==> src/rtl/mastermind_pkg.sv <==
// mastermind_pkg: shared types and constants for the 4-peg, 4-colour Mastermind solver.
package mastermind_pkg;
    localparam int PEGS = 4;
    localparam int COLOR_W = 2;
    typedef logic [PEGS*COLOR_W-1:0] code_t;
    typedef struct packed {
        logic [2:0] correct;
        logic [2:0] wrong;
    } fb_t;
    typedef struct packed {
        code_t guess;
        fb_t   fb;
    } hist_t;
    typedef enum logic [2:0] {IDLE, SEARCH, ISSUE, WAIT_FB, DONE, FAIL} state_t;
endpackage

==> src/rtl/mastermind_solver_peg_score.sv <==
// peg_score: combinational Mastermind score of code a against code b.
module peg_score
    import mastermind_pkg::*;
(
    input  code_t a,
    input  code_t b,
    output fb_t   fb
);
    logic [2:0] na [1<<COLOR_W];
    logic [2:0] nb [1<<COLOR_W];
    logic [2:0] correct, common;
    always_comb begin
        correct = '0;
        common = '0;
        for (int c = 0; c < (1 << COLOR_W); c++) begin
            na[c] = '0;
            nb[c] = '0;
        end
        for (int p = 0; p < PEGS; p++) begin
            correct = correct + 3'(a[p*COLOR_W +: COLOR_W] == b[p*COLOR_W +: COLOR_W]);
            na[a[p*COLOR_W +: COLOR_W]] = na[a[p*COLOR_W +: COLOR_W]] + 3'd1;
            nb[b[p*COLOR_W +: COLOR_W]] = nb[b[p*COLOR_W +: COLOR_W]] + 3'd1;
        end
        // Shared colours per colour is the smaller of the two counts; exact hits are a subset.
        for (int c = 0; c < (1 << COLOR_W); c++)
            common = common + ((na[c] < nb[c]) ? na[c] : nb[c]);
        fb.correct = correct;
        fb.wrong = common - correct;
    end
endmodule

==> src/rtl/mastermind_solver.sv <==
// mastermind_solver: exhaustive-consistent Mastermind codebreaker; each guess is the
// lowest code consistent with all stored feedback, tested one history entry per cycle.
module mastermind_solver
    import mastermind_pkg::*;
#(
    parameter int HIST_DEPTH = 8
) (
    input  logic       clk,
    input  logic       rst,
    input  logic       start,
    output code_t      guess,
    output logic       guess_valid,
    input  logic       guess_ready,
    input  logic       fb_valid,
    input  logic [2:0] fb_correct,
    input  logic [2:0] fb_wrong,
    output logic       busy,
    output logic       solved,
    output logic       fail,
    output logic [3:0] tries
);
    localparam int IW = $clog2(HIST_DEPTH);
    state_t     state, state_nx;
    code_t      cand;
    logic [3:0] h, count;
    hist_t      hist [HIST_DEPTH];
    hist_t      hcur;
    fb_t        sc;
    logic       match, last, hist_full;
    assign hcur = hist[h[IW-1:0]];
    peg_score u_score (.a(cand), .b(hcur.guess), .fb(sc));
    assign match = count == 4'd0 || sc == hcur.fb;
    assign last = count == 4'd0 || h == count - 4'd1;
    assign hist_full = count + 4'd1 == 4'(HIST_DEPTH);
    assign guess_valid = state == ISSUE;
    assign busy = state inside {SEARCH, ISSUE, WAIT_FB};
    always_ff @(posedge clk) begin
        if (rst) state <= IDLE;
        else     state <= state_nx;
    end
    always_comb begin
        state_nx = state;
        case (state)
            SEARCH:  state_nx = !match ? (cand == 8'hFF ? FAIL : SEARCH) : (last ? ISSUE : SEARCH);
            ISSUE:   state_nx = guess_ready ? WAIT_FB : ISSUE;
            WAIT_FB: state_nx = !fb_valid ? WAIT_FB : fb_correct == 3'd4 ? DONE :
                                (hist_full || guess == 8'hFF) ? FAIL : SEARCH;
            default: ;
        endcase
        if (start) state_nx = SEARCH;
    end
    always_ff @(posedge clk) begin
        if (rst) begin
            guess <= '0;
            cand <= '0;
            h <= '0;
            count <= '0;
            tries <= '0;
            solved <= 1'b0;
            fail <= 1'b0;
        end else if (start) begin
            cand <= '0;
            h <= '0;
            count <= '0;
            tries <= '0;
            solved <= 1'b0;
            fail <= 1'b0;
        end else begin
            case (state)
                SEARCH: begin
                    if (!match) begin
                        cand <= cand + 8'd1;
                        h <= '0;
                        if (cand == 8'hFF) fail <= 1'b1;
                    end else if (last) begin
                        guess <= cand;
                    end else begin
                        h <= h + 4'd1;
                    end
                end
                ISSUE: if (guess_ready) tries <= tries + 4'd1;
                WAIT_FB: begin
                    if (fb_valid) begin
                        if (fb_correct == 3'd4) begin
                            solved <= 1'b1;
                        end else begin
                            hist[count[IW-1:0]] <= hist_t'({guess, fb_correct, fb_wrong});
                            count <= count + 4'd1;
                            h <= '0;
                            // Codes below the last guess were already ruled out.
                            if (hist_full || guess == 8'hFF) fail <= 1'b1;
                            else cand <= guess + 8'd1;
                        end
                    end
                end
                default: ;
            endcase
        end
    end
endmodule
==> config.mk <==
export PLATFORM = sky130hd
export DESIGN_NAME = mastermind_solver
export DESIGN_NICKNAME = d
export VERILOG_FILES = /design/src/rtl/mastermind_pkg.sv /design/src/rtl/mastermind_solver_peg_score.sv /design/src/rtl/mastermind_solver.sv
export SDC_FILE = /design/constraint.sdc
export NUM_CORES = 1
export LEC_CHECK = 0
export ABC_AREA = 0
export CORE_MARGIN = 2
export CORE_UTILIZATION = 46
export CTS_CLUSTER_DIAMETER = 150
export DETAILED_ROUTE_END_ITERATION = 10
export PLACE_DENSITY = 0.64
export SLEW_MARGIN = 25
export SYNTH_ARGS = -nofsm -noshare
export SYNTH_HDL_FRONTEND = slang
export SYNTH_SLANG_ARGS = --single-unit
==> constraint.sdc <==
create_clock -name clk -period 8.27 [get_ports clk]
set_input_delay 1.654 -clock clk [delete_from_list [all_inputs] [get_ports clk]]
set_output_delay 1.654 -clock clk [all_outputs]
set_load 0.1 [all_outputs]
# Word-level counts from Yosys, hierarchy flattened

Memory sizes are Yosys's and may differ from the RTL's. A register that Yosys moved wholly into a read port is not among the register bits.
Cells that the tools add are included.

Add/sub/neg operators: 21
Multipliers: 0
Divide/modulo/power cells: 0
$lt $le $gt $ge: 20
Equal/unequal tests: 20
Shift operators: 0
Mux-type cells: 83
Bitwise gates (word level): 12
Reductions and logical operators: 23

Operator list:

| kind                                                | count |
|---|---|
| two-way mux 3 bit                                   | 35 |
| bitwise mux 12 bit                                  | 6 |
| binary-select mux 3 bit (select 2 bit)              | 8 |
| demux 3 bit (select 2 bit)                          | 8 |
| two-way mux 8 bit                                   | 4 |
| adder 3 x 1 -> 3 bit (second input constant)        | 8 |
| bitwise AND 12 bit                                  | 2 |
| >= comparator 3 bit (second input constant)         | 8 |
| < comparator 3 x 1 -> 1 bit (second input constant) | 8 |
| inverter 2 -> 3 bit                                 | 8 |
| adder 8 x 1 -> 8 bit (second input constant)        | 2 |
| == test 8 bit (second input constant)               | 2 |
| two-way mux 4 bit                                   | 4 |
| one-hot mux 8 bit (2 select lines)                  | 1 |
| two-way mux 1 bit                                   | 13 |
| adder 4 x 1 -> 4 bit (second input constant)        | 3 |
| < comparator 3 bit                                  | 4 |
| adder 3 bit                                         | 3 |
| one-hot mux 3 bit (3 select lines)                  | 1 |
| == test 2 bit                                       | 4 |
| logical AND 1 bit                                   | 8 |
| inequality test 2 bit (second input constant)       | 4 |
| one-hot mux 4 bit (2 select lines)                  | 1 |
| AND reduction 4 bit                                 | 2 |
| other kinds (25)                                    | 32 |

Flip-flop bits (word level): 33
Bits in latches: 0
RAM bits: 112
ROM bits: 0
Input bits: 11
Output and inout bits: 16
Logic and storage cells: 189
Memories kept: 1

Memory list:

| memory | words | bits a word | rd ports | clocked after Yosys merged registers in | write ports | RTL line                | text |
|---|---|---|---|---|---|---|---|
| hist   | 8     | 14          | 1        | 1                                       | 1           | mastermind_solver.sv:26 | `hist_t hist [HIST_DEPTH];` |

# Logic depth before layout (Yosys ltp)

Word-level depth: 33
Mapped depth: 38
Gate-level depth less buffers: 35

# Modules after synthesis

A second synthesis with hierarchy kept.

Cell total of the unflattened synthesis: 783
Area, all modules: 8,733.4 µm²

Modules (own cells, without submodules):

| module            | times used | cells each | area each (µm²) | seq. area each (µm²) |
|---|---|---|---|---|
| mastermind_solver | 1          | 460        | 6,523.8         | 4,083.9 |
| peg_score         | 1          | 323        | 2,209.6         | 0.0 |

# Least setup slack after synthesis

OpenSTA, ideal clock, no wires.

Path kind: register -> register
From: reg (tool-made name)
To: reg guess[6]
Library setup time: 0.128 ns
Arrival time: 8.043 ns
Required time: 8.142 ns
Setup slack: 0.099 ns
Stages on the path, launching flop included: 37
Buffers on the path: 3
Clock period less this slack: 8.171 ns
Cells stage by stage: dfxtp_1 buf_6 buf_6 mux4_2 mux2i_1 mux2_2 nor2_1 ha_1 mux2_2 mux2_2 nand2_1 o21ai_0 ha_1 and2_1 nand2b_1 xor2_1 ha_1 nor2_1 nor2_1 a31o_2 a2bb2oi_1 o31ai_1 fa_1 inv_1 fa_1 inv_1 fa_1 ha_1 xor2_1 xnor3_1 xnor3_1 nand4_1 o21a_1 or4_4 buf_6 mux2i_1 nor2_1

RTL lines:

| element                | RTL line                | text |
|---|---|---|
| end signal: assignment | mastermind_solver.sv:76 | `guess <= cand;` |
| end: declaration       | mastermind_solver.sv:11 | `output code_t guess,` |

==> impl_metrics.json <==
{
  "status": "finished clean",
  "synth_most_common_cell": "edfxtp_1",
  "drt_pass1_iterations": 5,
  "fin_ws_ns": 0.288,
  "yosysSeqAreaShare": 0.486,
  "synth_edf_count": 112,
  "die_area_sq_um": 19400,
  "hold_path_class": "reg -> reg",
  "antenna_found_initial": 0,
  "nFillCells": 1454,
  "critPathLaunchType": "flop",
  "stdcell_count": 1037,
  "max_freq_mhz": 125,
  "drtAntennaViolNets": 0,
  "timing.rr.end": "guess[0]",
  "wl_per_cell_um": 19.4,
  "cts_inserted_buffers": 17,
  "start_util": 0.468,
  "place.gp.congestion": 0.880,
  "die_y_um": 139,
  "vdd_ir_drop_max_mv": 0.123,
  "synth_common_cells": "112 x edfxtp_1, 67 x nand2_1, 64 x nor2_1",
  "cpPeakStageDelay_ns": 0.53,
  "synth_area_leaders": "edfxtp_1 40%, dfxtp_1 8.6%, mux2i_1 5.6%",
  "leakage_nw": 3.52,
  "timing_worst_setup_path_type": "reg -> reg",
  "syn_nets": 764,
  "r2r_cells": 35,
  "syn_inst": 722,
  "grtUsageTotal": 0.211,
  "yosysTopAreaCellShare": 0.400,
  "cts-root-buf": "clkbuf_16",
  "finalCriticalPeriod_ns": 7.98,
  "reg2reg_slack_ns": 0.29,
  "tns_ns": 0,
  "cp_slowest_cell": "fa_1",
  "finClkSkew_ns": 0.00808,
  "maxCapViolCount": 0,
  "cp_max_fo": 8,
  "clockBufferDepth": 2,
  "grt_max_degree": 24,
  "hold_violations": 0,
  "worstHoldStart": "solved",
  "critPathArrivalTime_ns": 8.27,
  "diodes": 0,
  "num_rows": 49,
  "syn_avg_cell_area_sq_um": 11.6,
  "clkLatencyLatePin_ns": 0.42,
  "vias": 5894,
  "hpwl_um": 13700,
  "grt_overflow_total": 0,
  "worst_pin_slew_ns": 0.989,
  "wirelength_um": 20100,
  "clk_pin_slew_ns": 0.06,
  "power_density_nw_per_um2": 155,
  "cts.sinks": 148,
  "grt_pass1_vias": 6010,
  "setup_violations": 0,
  "synthArstFlopShare": 0,
  "min_path_cells": 2,
  "htree_levels": 4,
  "synth_largest_area_cell": "edfxtp_1",
  "ios": 27,
  "dpl_worst_slack_ns": -0.251,
  "synthFlopType": "edfxtp_1",
  "synth_seq_cells": 148,
  "viasPerCell": 5.68,
  "slew_headroom": 0.338,
  "layout-drive-gt1-share": 0.224,
  "die_w_um": 139,
  "synth_warnings": 0,
  "synthToLayoutAreaGrowth_pct": 19.7,
  "finalMaxSlewViolations": 0,
  "cts_tree": "done",
  "grt_pass1_wl_um": 31900,
  "drc": 0,
  "dp_cells": 988,
  "layout.nets": 837,
  "port_buffers": 26,
  "whs_endpoint": "solved",
  "synth_area_sq_um": 8410,
  "synthDistinctLibCells": 66,
  "end_kind": "flop",
  "required_ns": 8.56,
  "core_area_sq_um": 18000,
  "fin_crit_sh": 0.965,
  "initialDrtViolationCount": 460
}
## area by class of cell
| class | instances | area [sq um] | share of cell area |
|---|---|---|---|
| multi-input cells | 519 | 4270 | 0.424 |
| clock buffers | 17 | 425 | 0.0423 |
| well taps | 229 | 287 | 0.0285 |
| repair buffers | 92 | 793 | 0.0789 |
| clock inverters | 15 | 136 | 0.0136 |
| inverters | 17 | 63.8 | 0.00634 |
| flip-flops and latches | 148 | 4090 | 0.406 |
## worst max-delay path: cells and delay by family (launching register included)
kind	cells	cell delay [ns]
adders and majority gates	7	2.39
muxes	5	1.42
and+or+nand+nor	8	1.21
AOI/OAI and AO/OA	6	1.07
xor gates and xnor gates	5	0.92
buffers and inverters	4	0.42
DFF	1	0.39
## cells by family (layout without fill, tap and decap cells)
logic type	count (synthesis)	count (layout)	synth area share
buffers and inverters	55	141	0.0292
adder cells (fa/ha/maj)	31	31	0.0506
AO/OA/AOI/OAI	101	101	0.0792
flip-flops	148	148	0.486
AND/OR/NAND/NOR	232	232	0.133
XOR/XNOR	70	70	0.0814
multiplexers	85	85	0.140
## registers in the layout, indices dropped and copies added, names as in the netlist, named ones only
name    count
guess       8
count       4
cand        8
h           4
hist      112
state       3
fail        1
solved      1
tries       4
## where the power goes
group | internal, mW | total, mW | switching [mW] | leakage, nW
Combinational | 0.0172 | 0.0433 | 0.0262 | 1.93
Sequential | 0.792 | 0.794 | 0.00135 | 1.32
Clock | 0.396 | 0.723 | 0.328 | 0.268
## cells in the final DEF (no fill, tap or decap), types with 4 or more instances in the layout
cell,netlist,layout
o21ai_0,26,25
inv_6,0,6
buf_4,2,62
xnor2_1,35,35
nor2b_1,20,19
nand3_1,23,23
mux2_2,12,11
and2_1,7,7
mux4_2,19,23
nor3b_1,6,5
clkbuf_16,0,18
o31ai_1,7,6
ha_2,0,5
edfxtp_1,112,112
inv_1,17,16
ha_1,26,20
nand2b_1,11,10
a31oi_1,6,6
dfxtp_1,36,34
nor2_1,64,60
xor2_1,30,27
mux2i_1,47,45
nand4_1,6,6
nand2_1,67,64
o22ai_1,4,4
nor3_1,7,5
o21a_1,4,4
a21oi_1,21,21
fa_1,5,5
a211oi_1,6,6
clkdlybuf4s50_1,0,26
## stage by stage
step	instance area [sq um]	util	total power, mW	hold WS (ns)
after floorplan	8410	-	0.836	0.488
after global placement	9210	0.513	0.850	0.454
after detailed placement	9210	0.513	0.852	0.458
after CTS	9860	0.549	1.57	0.473
after global routing	10100	0.560	1.61	0.488
final	10100	0.560	1.56	0.465
## timing repair
item                       CTS  global route
buffers inserted             8             8
resized for setup           12            30
hold buffers                 0             0
pin swaps                    7            19
cloned                       0             1
setup endpoints to repair   19            24
## worst max path at each step
| stage | start | to | depth (start not counted) |
|---|---|---|---|
| 3_5_place_dp | flop | guess[7] | 35 |
| 3_3_place_gp | flop | guess[1] | 36 |
| 6_report | flop | guess[0] | 35 |
| 5_1_grt | flop | guess[0] | 36 |
| 2_1_floorplan | flop | guess[6] | 36 |
| 4_1_cts | flop | guess[0] | 36 |
## metal layers
| layer | vias to the layer above | track usage | part of all wire |
|---|---|---|---|
| met4 | 0 | 0.0526 | 0.015 |
| met2 | 195 | 0.362 | 0.50 |
| met3 | 26 | 0.0383 | 0.050 |
| met5 | - | 0 | 0 |
| met1 | 2882 | 0.279 | 0.43 |
| li1 | 2791 | - | - |
No activity file was read; power rests on OpenSTA's default activity.
==> edit (same flow settings) <==
Set the parameter `HIST_DEPTH` to 16 (it was 8).
--- a/src/rtl/mastermind_solver.sv
+++ b/src/rtl/mastermind_solver.sv
@@ -3,7 +3,7 @@
 module mastermind_solver
     import mastermind_pkg::*;
 #(
-    parameter int HIST_DEPTH = 8
+    parameter int HIST_DEPTH = 16
 ) (
     input  logic       clk,
     input  logic       rst,
Behaviour: same outputs for any inputs over 10 cycles, from zero or initial values and one cycle with rst high; that may be too few to reach the edited logic, so the function may still have changed.
==> edit against the unedited design <==
  * The run now ends with setup timing left
  * Routed wire length up 59%
  * Sequential power grew 79%
  * Power rose by 66%
  * Sequential cell count rose by 113
  * Count of clock-buffer cells in the layout increased by 17
  * Cell area rose by 57%
  * Setup slack lost 0.40 ns
  * First-iteration DRC count up 67%
  * Maximum frequency is 4.7% lower
  * Clock skew increased by 0.0092 ns
  * Via count rose by 41%
  * Area after synthesis increased by 55%
  * Critical path type unchanged
  * Critical endpoint is now guess[7]
  * Highest routed layer unchanged
==> edit: results (changes against the unedited design) <==
| Metric | Value |
|---|---|
| Status | `complete, but fails checks` |
| Failing checks | `setup timing` |
| Internal power | `2.08 mW (+73%)` |
| Seq/Total Area, Yosys | `57.5% (+8.9 points)` |
| Synth cell count leaders | `224 x edfxtp_1, 82 x nor2_1, 60 x mux4_2, 52 x nand2_1, 37 x dfxtp_1` |
| Synth cell types | `80 (+21%)` |
| Largest register FFs | `224 (+100%)` |
| Sw frac | `19.9% (-2.9 points)` |
| Pre-CTS WS | `-0.457 ns (-0.206 ns)` |
| Setup slack after layout | `-0.107 ns (-0.395 ns)` |
| Layout Nets | `1,101 (+32%)` |
| CP max stage delay | `0.57 ns (+0.04 ns)` |
| CTS Buf Count | `27 (+10)` |
| EDFF count, synth | `224 (+100%)` |
| Largest net degree at the start of global routing | `25 (+4.2%)` |
| Critical path peak fanout | `6 (-2)` |
| Final setup vio count | `26 (+26)` |
| Worst Reg-to-Reg Cells | `37 (+5.7%)` |
| Worst hold path type | `flip-flop to flip-flop` |
| Largest cells by area after synthesis | `edfxtp_1 52%, mux4_2 10%, dfxtp_1 5.7%` |
| H-Tree Depth | `1 (-3)` |
| Global-route wire length before repair | `48,200 µm (+51%)` |
| Max Root-Sink Buffers | `3 (+1)` |
| Vias per cell | `5.72 (+0.68%)` |
| Placed cell count | `1,379 (+40%)` |
| Mean Syn Cell Area | `13.9 µm² (+19%)` |
| Initial DRC Count | `768 (+67%)` |
| Worst VDD drop | `0.175 mV (+42%)` |
| Routability congestion estimate | `0.864 (-1.8%)` |
| Critical Path AT | `8.86 ns (+0.59 ns)` |
| Hpwl dp | `20,300 µm (+48%)` |
| Initial antenna violation count | `1 (+1)` |
| Placed Area | `0.0142 mm² (+54%)` |
| Fraction of layout cells with a size suffix above 1 | `30.5% (+8.1 points)` |
| FF-to-FF End | `guess[7]` |
| Gr usage total | `22.0% (+0.89 points)` |
| Non-Filler Instances | `1,451 (+40%)` |
| Fillers | `2,208 (+52%)` |
| Setup Skew | `0.0173 ns (+0.00923 ns)` |
| Vias in the first global route | `8,039 (+34%)` |
| Slowest cell on crit path | `mux4_2` |
| Flop pwr share | `54.6% (+3.7 points)` |
## edit: cell types whose count changed after synthesis, sizes merged, moves of 6 or more
cell / unedited run / this run
edfxtp: 112 / 224
nand2: 67 / 54
buf: 16 / 26
mux2i: 50 / 27
mux4: 23 / 64
clkbuf: 22 / 30
a21oi: 22 / 29
nor2: 64 / 84
nor3: 7 / 20
nand4: 6 / 12
o22ai: 4 / 11
nand3: 23 / 36
## edit: cell families after synthesis
group	after synthesis	share of synthesized area, %
fa+ha+maj	33	3.47
simple gates	282	10.9
compound gates	112	5.66
buf+inv	79	3.10
xor+xnor	71	5.27
flops	261	57.5
mux	99	14.1
## edit: routing by layer
layer  vias up  track usage (%)  wire length (µm)
li1       3799                -                 -
met1      4191             32.3             14000
met2       280             34.5             15000
met3        33             3.80              2310
met4         0             4.97               632
met5         -                0                 0
## edit: layout make-up
class | instances | area, µm² | share of cell area (%)
antenna | 1 | 2.50 | 0.0159
clock buffer | 34 | 732 | 4.64
timing repair buffer | 147 | 1310 | 8.32
inverter | 23 | 86.3 | 0.548
sequential | 261 | 7470 | 47.4
multi-input combinational | 597 | 5600 | 35.5
tap | 378 | 473 | 3.00
clock inverter | 10 | 86.3 | 0.548
## edit: repair_timing
| item | CTS | global route |
|---|---|---|
| pin swaps | 32 | 32 |
| gates cloned | 1 | 0 |
| setup endpoints to repair | 28 | 28 |
| setup buffers | 24 | 3 |
| resized for setup | 64 | 55 |
## edit: worst min path at each step
stage | slack [ns] | to | from
after global placement | 0.47 | solved | solved
after floorplan | 0.51 | count[1] | count[1]
after global routing | 0.53 | solved | solved
after CTS | 0.49 | solved | solved
after detailed placement | 0.47 | solved | solved
final | 0.48 | solved | solved
## edit: tightest hold or removal path: stages (launching register included)
cell	delay, ns
dfxtp_1	0.33
a31oi_1	0.05
nor2_1	0.07
